File: config.mk
export PLATFORM = sky130hd
export DESIGN_NAME = mem_stage
export DESIGN_NICKNAME = d
export VERILOG_FILES = /design/src/rtl/mem_stage.sv
export SDC_FILE = /design/constraint.sdc
export NUM_CORES = 1
export LEC_CHECK = 0
export ABC_AREA = 1
export CAP_MARGIN = 20
export CORE_MARGIN = 1
export CORE_UTILIZATION = 52
export DETAILED_ROUTE_END_ITERATION = 7
export GPL_TIMING_DRIVEN = 0
export PLACE_DENSITY = 0.87
export SETUP_SLACK_MARGIN = 0.4
export SLEW_MARGIN = 30
export SYNTH_ARGS = -nofsm -noshare
export SYNTH_HDL_FRONTEND = slang
export SYNTH_SLANG_ARGS = --single-unit
File: constraint.sdc
create_clock -name clk -period 5.95 [get_ports clk]
set_input_delay 0.8925 -clock clk [delete_from_list [all_inputs] [get_ports clk]]
set_output_delay 0.8925 -clock clk [all_outputs]
set_load 0.03 [all_outputs]
File: src/rtl/mem_stage.sv
// mem_stage: MEM stage of the 5-stage RV32I core.
// Loads and stores go out over an 8-bit memory port, one byte per transfer,
// little-endian. The pipeline stalls until the access finishes. ALU and link
// results pass straight through to writeback.
// Optional feature: define MEM_FWD_EN to drive the fwd_* bypass to ID. When it
// is not defined, fwd_* are tied to zero.

`ifndef LB
`define LB  6'h10
`endif
`ifndef LH
`define LH  6'h11
`endif
`ifndef LW
`define LW  6'h12
`endif
`ifndef LBU
`define LBU 6'h13
`endif
`ifndef LHU
`define LHU 6'h14
`endif
`ifndef SB
`define SB  6'h18
`endif
`ifndef SH
`define SH  6'h19
`endif
`ifndef SW
`define SW  6'h1A
`endif

module mem_stage #(
    parameter int ADDR_W = 32
) (
    input  logic              clk,
    input  logic              rst,
    input  logic [2:0]        status_in,
    input  logic [5:0]        op_in,
    input  logic [ADDR_W-1:0] mem_address_in,
    input  logic [ADDR_W-1:0] target_data_in,
    input  logic [4:0]        reg_address_in,
    output logic              mem_req,
    output logic              mem_we,
    output logic [ADDR_W-1:0] mem_addr,
    output logic [7:0]        mem_wdata,
    input  logic [7:0]        mem_rdata,
    input  logic              mem_ready,
    output logic              stall_req,
    output logic              wb_en,
    output logic [4:0]        wb_addr,
    output logic [ADDR_W-1:0] wb_data,
    output logic              fwd_valid,
    output logic [4:0]        fwd_addr,
    output logic [ADDR_W-1:0] fwd_data
);

    localparam logic [2:0] ST_NONE  = 3'b000;
    localparam logic [2:0] ST_REG   = 3'b001;
    localparam logic [2:0] ST_STORE = 3'b010;
    localparam logic [2:0] ST_LOAD  = 3'b011;
    localparam logic [2:0] ST_JAL   = 3'b101;

    typedef enum logic [1:0] {IDLE, ACCESS, DONE} state_t;

    state_t            state_q, state_d;
    logic [1:0]        cnt_q, cnt_d;
    logic [1:0]        last_q, last_d;     // index of the final byte (n-1)
    logic [ADDR_W-1:0] buf_q, buf_d;
    logic [ADDR_W-1:0] addr_q, addr_d;
    logic [ADDR_W-1:0] data_q, data_d;
    logic [5:0]        op_q, op_d;
    logic [4:0]        rd_q, rd_d;
    logic              store_q, store_d;

    logic              is_mem;
    logic [ADDR_W-1:0] load_val;

    assign is_mem = (status_in == ST_STORE) || (status_in == ST_LOAD);

    // Index of the last byte of an access, from the opcode width
    function automatic logic [1:0] last_idx(input logic [5:0] op);
        case (op)
            `LB, `LBU, `SB: return 2'd0;
            `LH, `LHU, `SH: return 2'd1;
            default:        return 2'd3;
        endcase
    endfunction

    // Sign or zero extension of the assembled load buffer
    always_comb begin
        case (op_q)
            `LB:     load_val = {{(ADDR_W-8){buf_q[7]}}, buf_q[7:0]};
            `LBU:    load_val = {{(ADDR_W-8){1'b0}}, buf_q[7:0]};
            `LH:     load_val = {{(ADDR_W-16){buf_q[15]}}, buf_q[15:0]};
            `LHU:    load_val = {{(ADDR_W-16){1'b0}}, buf_q[15:0]};
            default: load_val = buf_q;
        endcase
    end

    // State, byte counter, buffer and latched request registers
    always_ff @(posedge clk) begin
        if (rst) begin
            state_q <= IDLE;
            cnt_q   <= '0;
            last_q  <= '0;
            buf_q   <= '0;
            addr_q  <= '0;
            data_q  <= '0;
            op_q    <= '0;
            rd_q    <= '0;
            store_q <= 1'b0;
        end else begin
            state_q <= state_d;
            cnt_q   <= cnt_d;
            last_q  <= last_d;
            buf_q   <= buf_d;
            addr_q  <= addr_d;
            data_q  <= data_d;
            op_q    <= op_d;
            rd_q    <= rd_d;
            store_q <= store_d;
        end
    end

    // Next-state: latch a memory op in IDLE, walk its bytes in ACCESS
    always_comb begin
        state_d = state_q;
        cnt_d   = cnt_q;
        last_d  = last_q;
        buf_d   = buf_q;
        addr_d  = addr_q;
        data_d  = data_q;
        op_d    = op_q;
        rd_d    = rd_q;
        store_d = store_q;
        case (state_q)
            IDLE: begin
                if (is_mem) begin
                    addr_d  = mem_address_in;
                    data_d  = target_data_in;
                    op_d    = op_in;
                    rd_d    = reg_address_in;
                    store_d = (status_in == ST_STORE);
                    last_d  = last_idx(op_in);
                    cnt_d   = '0;
                    buf_d   = '0;
                    state_d = ACCESS;
                end
            end
            ACCESS: begin
                if (mem_ready) begin
                    if (!store_q)
                        buf_d[{cnt_q, 3'b000} +: 8] = mem_rdata;
                    if (cnt_q == last_q)
                        state_d = DONE;
                    else
                        cnt_d = cnt_q + 2'd1;
                end
            end
            DONE: begin
                // Upstream advances at the end of this cycle
                cnt_d   = '0;
                state_d = IDLE;
            end
            default: state_d = IDLE;
        endcase
    end

    // Outputs: all zero during reset, otherwise decoded from the state
    always_comb begin
        mem_req   = 1'b0;
        mem_we    = 1'b0;
        mem_addr  = '0;
        mem_wdata = '0;
        stall_req = 1'b0;
        wb_en     = 1'b0;
        wb_addr   = '0;
        wb_data   = '0;
        if (!rst) begin
            case (state_q)
                IDLE: begin
                    if (status_in == ST_REG || status_in == ST_JAL) begin
                        wb_en   = (reg_address_in != 5'd0);
                        wb_addr = reg_address_in;
                        wb_data = target_data_in;
                    end else if (is_mem) begin
                        stall_req = 1'b1;
                    end
                end
                ACCESS: begin
                    mem_req   = 1'b1;
                    mem_we    = store_q;
                    mem_addr  = addr_q + ADDR_W'(cnt_q);
                    mem_wdata = store_q ? data_q[{cnt_q, 3'b000} +: 8] : 8'h00;
                    stall_req = 1'b1;
                end
                DONE: begin
                    if (!store_q) begin
                        wb_en   = (rd_q != 5'd0);
                        wb_addr = rd_q;
                        wb_data = load_val;
                    end
                end
                default: ;
            endcase
        end
    end

`ifdef MEM_FWD_EN
    assign fwd_valid = wb_en;
    assign fwd_addr  = wb_addr;
    assign fwd_data  = wb_data;
`else
    assign fwd_valid = 1'b0;
    assign fwd_addr  = '0;
    assign fwd_data  = '0;
`endif

endmodule

==> reports/summary.txt <==
TritonCTS clock tree = done
Pwr dens = 250 mW/mm2
Final setup violation count = 0
CP peak stage delay = 0.69 ns
Starting Density = 0.543
Critical-path cell list = clkdlybuf4s50_1 -> inv_1 -> nor2_1 -> nand2_1 -> inv_2 -> buf_2 -> nand2_1 -> a21oi_1 -> clkdlybuf4s50_1
R2R depth = 9
Post-place setup slack = 1.89 ns
Filler cells = 1082
Internal power = 0.00164 W
Reg2reg setup slack = 3.14 ns
N_diodes = 0
Via density per instance = 5.21
First-pass DRT Iterations = 6
Final count of hold timing violations = 0
Via Count = 8129
Worst vdd ir = 0.189 mV
#FFs+latches synth = 114
Detailed router's first-iteration violation count = 764
Worst Setup SP = status_in[0]
Root Buffer = clkbuf_16
Worst skew pair latency = 0.43 ns
Hold Buf Count CTS = 0
Crit Path Class = in -> out
Critical path's top delay family = buffers and inverters
Instance count on the critical path = 9
Avg Inst Size Synth = 6.05 um2
CP Data Required Time = 5.06 ns
Ys flop type = dfxtp_1
Synth unique cells = 35
Final #Nets = 1471
Setup_tns = 0 ns
Adder-cell share of the synthesized area = 0.0137
Die Span Y = 118 um
Post-synthesis xor/xnor area fraction = 0.00252
Ys async rst share = 0
Post-synth EDFFs = 0
Largest net degree at the start of global routing = 17
RSZ-0062 raised after global routing = no
Sw Ratio = 0.315
Top-Level Pins = 208
GR Util All Layers = 0.343
Main combinational cell family by area after synthesis = simple AND/OR/NAND/NOR gates
Status = completed
Area Growth Syn to Fin = 37.7%
Sw power = 0.000754 W
Clock transition at path regs = 0.06 ns
Antenna viol nets, final = 0
Seq/Total Area, Yosys = 0.328
CP Capture Point = wb_data[31]
Num CTS Buffers = 17
Port Buffers = 168
Die width = 118 um
CTS Sinks = 114
Worst EP arrival = 3.23 ns
Final HPWL DP = 18.2 mm
Mapped cell area = 0.00696 mm2
Simple-gate share of the synthesized area = 0.369
Slew Limit Headroom = 0.519
Register area = 0.00228 mm2
Gate power share = 0.213
Rows = 41
Pwr Total = 0.00240 W
Slowest library cell on the worst path = clkdlybuf4s50_1
Worst R2R End = buf_q[7]
DRT Wirelength = 23.6 mm
Post-CTS Setup Inserts = 0
Vias in the first global route = 7415
Fin crit share = 0.693
Bufs and invs on worst path = 5
CP Capture Type = output pin
Final Max Tran Viols = 0
Die area = 0.0139 mm2
Startpoint types = primary input
Worst Skew = 0.00510 ns
Initial antenna violation count = 0
Clock tree buffer depth = 2
LEAKAGE = 3.94 nW
Clock group share of total power = 0.421
First-pass GRT wire length = 37.5 mm
Register share of total power = 0.365
Synth warn = 0
Compound-cell area share of the yosys netlist = 0.160
Drt wl/cell = 15.1 um
Crit-path max FO = 10
Routability congestion estimate = 0.937
Clock period minus worst slack = 4.12 ns
Share of cells above drive strength 1 = 0.0785
Post-synthesis cell count = 1151
Worst slew pin tran = 0.721 ns
F_max = 0.243 GHz
Core box area = 0.0128 mm2
Mux cell area share after synthesis = 0
H-tree depth = 4
Max cap viols = 0
Grt ovf = 0
Fin worst setup slack = 1.83 ns
Reg-to-Reg Start = cnt_q[0]
CTS resizes = 0
Area of the multi-input gates = 0.00394 mm2
HP Class = reg -> reg
Number of remaining DRC errors = 0
==> layer usage <==
layer | wire length (um) | vias to the layer above | global-route usage
met2 | 11500 | 381 | 0.596
met4 | 674 | 0 | 0.127
met1 | 9720 | 3659 | 0.420
li1 | - | 4033 | -
met3 | 1750 | 56 | 0.0620
met5 | 0 | - | 0
==> how the worst min path moves through the flow <==
stage / startpoint / endpoint / slack, ns / depth (start not counted)
global placement: addr_q[31] / addr_q[31] / 0.45 / 2
CTS: op_q[2] / op_q[2] / 0.47 / 2
finish: op_q[2] / op_q[2] / 0.47 / 2
detailed placement: data_q[12] / data_q[12] / 0.46 / 2
global route: data_q[25] / data_q[25] / 0.49 / 2
floorplan: rd_q[0] / rd_q[0] / 0.44 / 2
==> Yosys cell counts (all sizes together) (6+ instances only) <==
master    n  area share
nor2    292        0.17
dfxtp   114        0.33
nor3     18       0.014
buf      62       0.060
clkbuf   29       0.016
a21oi    86       0.062
nand2   264        0.15
a22oi    13       0.014
ha        6       0.011
o21ai   108       0.078
inv      92       0.050
nand3    44       0.032
==> through the flow <==
step / cell area [um2] / hold slack, ns / utilization / std cells
after floorplan: 7100 / 0.444 / - / 1188
after global placement: 9000 / 0.455 / 0.702 / 1528
after detailed placement: 9000 / 0.465 / 0.702 / 1528
after CTS: 9580 / 0.475 / 0.747 / 1560
after global routing: 9580 / 0.494 / 0.747 / 1560
final: 9580 / 0.473 / 0.747 / 1560
==> logic make-up (layout without fill, tap and decap cells) <==
kind of cell | after synthesis | in the layout
AOI/OAI and AO/OA | 213 | 213
DFF | 114 | 114
and+or+nand+nor | 629 | 629
adders and majority gates | 7 | 7
buffers and inverters | 185 | 385
other | 1 | 38
xor gates and xnor gates | 2 | 2
==> power groups by stage <==
| stage | Clock (W) | Sequential (W) | Combinational (W) |
|---|---|---|---|
| floorplan | 0 | 0.000877 | 0.000335 |
| global placement | 0 | 0.000888 | 0.000493 |
| detailed placement | 0 | 0.000889 | 0.000501 |
| CTS | 0.00101 | 0.000874 | 0.000505 |
| global route | 0.00104 | 0.000883 | 0.000564 |
| finish | 0.00101 | 0.000875 | 0.000511 |
==> worst reg2reg max path, cell delays in order, from the launching register on <==
cell and delay, ns:
dfxtp_1 0.40, buf_2 0.24, clkinv_1 0.25, clkbuf_1 0.30, ha_1 0.42, nor4_2 0.65, nand2_1 0.23, nand2_1 0.12
nand2_1 0.05, nor2_1 0.11
==> area by class of cell <==
class | instances | area share
sequential | 114 | 0.238
multi-input combinational | 889 | 0.411
clock buffer | 17 | 0.0444
inverter | 94 | 0.0368
timing repair buffer | 168 | 0.175
clock inverter | 15 | 0.0167
tap | 172 | 0.0225
buffer | 91 | 0.0547
==> sequential cells by signal (all words and copies together) (netlist names) <==
| signal | count |
|---|---|
| store_q | 1 |
| addr_q | 32 |
| cnt_q | 2 |
| data_q | 32 |
| op_q | 6 |
| last_q | 2 |
| buf_q | 32 |
| state_q | 2 |
| rd_q | 5 |
==> placed cells by master, fill, tap and decap left out, types with 3 or more instances in the layout <==
| cell | count |
|---|---|
| a31oi_1 | 3 |
| nor3_1 | 17 |
| buf_6 | 3 |
| nand2_1 | 260 |
| clkbuf_16 | 17 |
| dfxtp_1 | 114 |
| ha_1 | 6 |
| a21oi_1 | 86 |
| buf_4 | 38 |
| clkinv_4 | 4 |
| nand4_1 | 4 |
| clkinvlp_4 | 5 |
| conb_1 | 38 |
| a22oi_1 | 13 |
| nor2_8 | 3 |
| nor2_2 | 3 |
| nor2_1 | 285 |
| nand3_1 | 44 |
| clkdlybuf4s50_1 | 168 |
| o21ai_0 | 108 |
| nand2_2 | 3 |
| inv_2 | 8 |
| buf_1 | 7 |
| buf_2 | 14 |
| inv_1 | 84 |
| clkbuf_1 | 29 |
No activity file was read; power rests on OpenSTA's default activity.
